===== src/rtl/router_rd_arb.sv =====
// rtl/router_rd_arb.sv - round-robin packet read arbiter from three FIFOs onto one stream
// Define ROUTER_RD_ARB_STATS_EN to add per-channel packet counters and an abort counter.
module router_rd_arb #(
    parameter int TIMEOUT = 30
) (
    input  logic        clock,
    input  logic        reset,
    input  logic [2:0]  fifo_empty,
    input  logic [7:0]  fifo_dout_0,
    input  logic [7:0]  fifo_dout_1,
    input  logic [7:0]  fifo_dout_2,
    input  logic [2:0]  fifo_hdr,
    output logic [2:0]  read_enb,
    input  logic        m_ready,
    output logic [7:0]  m_data,
    output logic        m_valid,
    output logic        m_sop,
    output logic        m_eop,
    output logic [1:0]  m_chan,
    output logic [2:0]  soft_reset
`ifdef ROUTER_RD_ARB_STATS_EN
    ,
    output logic [15:0] pkt_cnt_0,
    output logic [15:0] pkt_cnt_1,
    output logic [15:0] pkt_cnt_2,
    output logic [15:0] abort_cnt
`endif
);

    typedef enum logic [1:0] {IDLE, XFER, ABORT} state_t;

    state_t     state_q;
    logic [1:0] grant_q;
    logic [1:0] rr_q;
    logic [6:0] rem_q;
    logic [5:0] stall_q;

    logic [2:0] elig;
    logic [2:0] junk;
    logic [2:0] discard;
    logic [7:0] dout_sel;
    logic [1:0] pick;
    logic       pick_vld;
    logic [1:0] next_rr;
    logic       beat;

    assign elig    = ~fifo_empty & fifo_hdr;
    assign junk    = ~fifo_empty & ~fifo_hdr;
    assign next_rr = (grant_q == 2'd2) ? 2'd0 : grant_q + 2'd1;
    assign beat    = m_valid && m_ready;
    assign m_chan  = grant_q;

    always_comb begin
        discard = 3'b000;
        if (junk[0])      discard = 3'b001;
        else if (junk[1]) discard = 3'b010;
        else if (junk[2]) discard = 3'b100;
    end

    always_comb begin
        case (grant_q)
            2'd1:    dout_sel = fifo_dout_1;
            2'd2:    dout_sel = fifo_dout_2;
            default: dout_sel = fifo_dout_0;
        endcase
    end

    // Scan from the farthest candidate back to rr_q so the nearest eligible channel wins.
    always_comb begin
        logic [2:0] idx;
        pick     = 2'd0;
        pick_vld = 1'b0;
        for (int k = 2; k >= 0; k--) begin
            idx = {1'b0, rr_q} + 3'(k);
            if (idx >= 3'd3) idx = idx - 3'd3;
            if (elig[idx[1:0]]) begin
                pick     = idx[1:0];
                pick_vld = 1'b1;
            end
        end
    end

    // Outputs are forced quiet while reset is high so nothing pops or pulses during reset.
    always_comb begin
        m_valid    = 1'b0;
        m_data     = 8'h00;
        m_sop      = 1'b0;
        m_eop      = 1'b0;
        read_enb   = 3'b000;
        soft_reset = 3'b000;
        if (!reset) begin
            case (state_q)
                IDLE: begin
                    if (elig == 3'b000) read_enb = discard;
                end
                XFER: begin
                    m_valid = !fifo_empty[grant_q];
                    if (m_valid) begin
                        m_data   = dout_sel;
                        m_sop    = (rem_q == 7'd0);
                        m_eop    = (rem_q == 7'd1);
                        read_enb = 3'(m_ready) << grant_q;
                    end
                end
                ABORT: soft_reset = 3'b001 << grant_q;
                default: ;
            endcase
        end
    end

    always_ff @(posedge clock) begin
        if (reset) begin
            state_q <= IDLE;
            grant_q <= 2'd0;
            rr_q    <= 2'd0;
            rem_q   <= 7'd0;
            stall_q <= 6'd0;
        end else begin
            case (state_q)
                IDLE: begin
                    if (pick_vld) begin
                        grant_q <= pick;
                        rem_q   <= 7'd0;
                        stall_q <= 6'd0;
                        state_q <= XFER;
                    end
                end
                XFER: begin
                    if (beat) begin
                        stall_q <= 6'd0;
                        if (m_sop) rem_q <= {1'b0, dout_sel[7:2]} + 7'd1;
                        else       rem_q <= rem_q - 7'd1;
                        if (m_eop) begin
                            state_q <= IDLE;
                            rr_q    <= next_rr;
                        end
                    end else if (m_valid) begin
                        if (stall_q == 6'(TIMEOUT - 1)) state_q <= ABORT;
                        else                            stall_q <= stall_q + 6'd1;
                    end
                end
                ABORT: begin
                    state_q <= IDLE;
                    rr_q    <= next_rr;
                    rem_q   <= 7'd0;
                    stall_q <= 6'd0;
                end
                default: state_q <= IDLE;
            endcase
        end
    end

`ifdef ROUTER_RD_ARB_STATS_EN
    logic [15:0] pkt0_q, pkt1_q, pkt2_q, abort_q;

    always_ff @(posedge clock) begin
        if (reset) begin
            pkt0_q  <= 16'd0;
            pkt1_q  <= 16'd0;
            pkt2_q  <= 16'd0;
            abort_q <= 16'd0;
        end else begin
            if (beat && m_eop) begin
                case (grant_q)
                    2'd0:    pkt0_q <= pkt0_q + 16'd1;
                    2'd1:    pkt1_q <= pkt1_q + 16'd1;
                    default: pkt2_q <= pkt2_q + 16'd1;
                endcase
            end
            if (state_q == ABORT) abort_q <= abort_q + 16'd1;
        end
    end

    assign pkt_cnt_0 = pkt0_q;
    assign pkt_cnt_1 = pkt1_q;
    assign pkt_cnt_2 = pkt2_q;
    assign abort_cnt = abort_q;
`endif

endmodule


===== config.mk =====
export PLATFORM = sky130hd
export DESIGN_NAME = router_rd_arb
export DESIGN_NICKNAME = d
export VERILOG_FILES = /design/src/rtl/router_rd_arb.sv
export SDC_FILE = /design/constraint.sdc
export NUM_CORES = 1
export LEC_CHECK = 0
export CORE_MARGIN = 5
export CORE_UTILIZATION = 52
export DETAILED_ROUTE_END_ITERATION = 7
export GPL_TIMING_DRIVEN = 0
export PLACE_DENSITY = 0.84
export SYNTH_ARGS = -nofsm -noshare
export SYNTH_HDL_FRONTEND = slang
export SYNTH_SLANG_ARGS = --single-unit

===== constraint.sdc =====
create_clock -name clock -period 4.27 [get_ports clock]
set_input_delay 0.854 -clock clock [delete_from_list [all_inputs] [get_ports clock]]
set_output_delay 0.854 -clock clock [all_outputs]
set_load 0.05 [all_outputs]

==> flow_summary_export.csv <==
group,metric,value,unit
clock_network,clock-sinks,19,
synth,synth_cell_types,58,
placed_design,io_buffers,50,
synth,ys_seq_area_share,21.1,%
synth,synth_xor_area_share,0.973,%
flow_run,cap_viol_max_count,0,
cells_and_area,antenna_cells,0,
critical_path,critPathKind,"in -> out",
critical_path,path_delay_family,"buffers and inverters",
power,p_leak,0.909,nW
synth,syn_inst,236,
global_routing,grt_pass1_vias,1783,
clock_network,clkTransAtPathRegs,120,ps
global_routing,grt_first_pass_wirelength,8050,um
global_routing,grt_antenna_before_repair,0,
sta,fin_tns_setup,0,ps
global_routing,grt_max_degree,11,
global_routing,grt_use_total,21.9,%
sta,relSlewSlack,59.6,%
cells_and_area,layout-drive-gt1-share,6.55,%
sta,fmax,0.249,GHz
routing,wl_per_cell,14.8,um
synth,synth_compound_area_share,25.4,%
floorplanning,rows,21,
cells_and_area,layout.nets,335,
routing,drt_pass1_iterations,4,
critical_path,cp_cell_sequence,"clkdlybuf4s50_1, mux2i_1, o211ai_1, nor3_1, nand2_1, a211oi_1, dlygate4sd2_1",
clock_network,tritoncts,"done",
clock_network,h-tree-depth,1,
placed_design,hpwl,3840,um
critical_path,r2r_end,"rem_q[4]$_SDFFE_PP0P_",
routing,vias_per_cell,5.83,
sta,hold_viol,0,
cells_and_area,utilization,71.6,%
sta,holdWs,485,ps
synth,synth_ff_type,"dfxtp_1",
synth,synthSimpleGateAreaFrac,33.6,%
sta,final_max_slew_viol_count,0,
floorplanning,core,3340,um^2
clock_network,cts_setup_buffers,0,
synth,syn-cell-area,1800,um^2
hold_path,holdCritPathClass,"reg -> reg",
clock_network,clkLatencyLatePin,310,ps
floorplanning,io_pins,52,
synth,synth_top_family_by_area,"simple AND/OR/NAND/NOR gates",
cells_and_area,layout_common_cells,"clkdlybuf4s50_1, nor2_1, dfxtp_1",
critical_path,slowest_delay,560,ps
critical_path,r2r_start,"m_chan[0]$_SDFFE_PP0P_",
floorplanning,initial_core_util,54.0,%
critical_path,cp.required,3420,ps
cells_and_area,fillerInstances,285,
power,vdd_drop_max,0.000190,V
global_routing,gr-total-overflow,0,
critical_path,worstPathArrival,3160,ps
sta,period_needed,4020,ps
outcome,status,"completed",
synth,synth_mux_area_share,5.63,%
cells_and_area,syn_to_final_growth,32.7,%
placed_design,place.gp.congestion,0.893,
synth,synth-async-reset-ratio,0,%
critical_path,crit_path_max_fanout,6,
sta,grt_setup_unrepaired,"false",
cells_and_area,final_common_cell,"clkdlybuf4s50_1",
clock_network,cts_root_buffer,"clkbuf_4",
hold_path,hold_path_depth,1,
floorplanning,die-area,4740,um^2
clock_network,hold_buffers,0,
sta,clock_skew,6.57,ps
critical_path,r2r_slack,1300,ps
hold_path,holdCritStartpoint,"rem_q[6]$_SDFFE_PP0P_",
power,design_power_total,0.501,mW
synth,syn_area_per_cell,7.63,um^2
synth,synth_edf_count,0,
critical_path,worstSetupEndpointType,"output port",
clock_network,cts_buffers,3,
synth,syn_nets,280,
clock_network,cts_buffer_depth,2,
routing,postRouteAntennaNets,0,
power,power.density,210,nW/um^2
routing,drt_iter0_drc,156,
critical_path,critPathLaunchType,"primary input",
floorplanning,die_x,68.8,um
sta,finalSetupViolCount,0,
hold_path,hold-path-endpoint,"rem_q[6]$_SDFFE_PP0P_",
synth,synthAdderAreaFrac,8.20,%
sta,period_share,94.1,%
sta,worst_pin_slew,606,ps
routing,routed_wl,4960,um
critical_path,cp.buffers_inverters,2,
critical_path,reg2regPathDepth,12,
clock_network,cts-resized-gates,2,
critical_path,critPathSlowestCell,"dlygate4sd2_1",
routing,drcViolationCount,0,
synth,synth_seq_cells,19,
routing,vias,1959,
floorplanning,die_h,68.8,um
synth,yosysWarnings,0,
## how the worst max path moves through the flow
stage	startpoint	end	depth (start not counted)	slack [ps]
after floorplan	m_chan[0]$_SDFFE_PP0P_	m_data[0]	6	290
after CTS	m_chan[0]$_SDFFE_PP0P_	m_data[7]	7	100
final	fifo_empty[0]	read_enb[0]	7	250
after global placement	fifo_empty[0]	read_enb[0]	7	-30
after global routing	fifo_empty[0]	read_enb[1]	7	50
after detailed placement	fifo_empty[0]	read_enb[0]	7	-50
## cell usage after synthesis, types with 5 or more instances
master,count,share of area (%)
dfxtp_1,19,21
clkbuf_1,6,1.3
mux2i_1,9,5.0
o21ai_0,11,3.1
and2_1,5,1.7
a21oi_1,11,3.1
ha_1,11,7.6
nor2_1,30,6.3
nor3_1,10,2.8
nand3_1,8,2.2
nand2b_1,8,2.8
a22oi_1,5,2.1
inv_1,10,2.1
nand2_1,15,3.1
a211oi_1,6,2.5
## power breakdown
part           internal (mW)  switching [mW]
logic                 0.0904           0.118
clock network         0.0365          0.0608
registers              0.185          0.0102
## stage by stage
stage | setup slack [ps] | cells | instance area (um^2)
after floorplan | 295 | 236 | 1800
after global placement | -28.8 | 332 | 2360
after detailed placement | -54.4 | 332 | 2360
after CTS | 96.7 | 336 | 2380
after global routing | 54.7 | 336 | 2390
final | 252 | 336 | 2390
## flip-flops by register name, indices dropped and copies added, names as in the netlist
register,flops
m_chan,2
rr_q,2
rem_q,7
stall_q,6
state_q,2
## per-layer routing
layer,vias to the layer above,global-route usage (%),share of wire [%]
li1,981,-,-
met4,0,2.92,0.50
met2,61,38.8,49
met5,-,0,0
met1,913,28.0,44
met3,4,4.38,6.9
## cells by family (layout without fill, tap and decap cells)
family / count (synthesis) / in the layout
flops: 19 / 19
mux: 10 / 10
xor+xnor: 2 / 2
fa+ha+maj: 12 / 12
simple gates: 107 / 107
compound gates: 65 / 65
buf+inv: 21 / 75
## final cells by class
| type | count | area (um^2) | share of cell area (%) |
|---|---|---|---|
| Buffer | 11 | 52.6 | 2.20 |
| Tap cell | 46 | 57.6 | 2.41 |
| Multi-Input combinational cell | 196 | 1330 | 55.7 |
| Inverter | 10 | 37.5 | 1.57 |
| Clock buffer | 4 | 26.3 | 1.10 |
| Sequential cell | 19 | 380 | 15.9 |
| Timing Repair Buffer | 50 | 505 | 21.2 |
(Power assumes the default switching activity.)
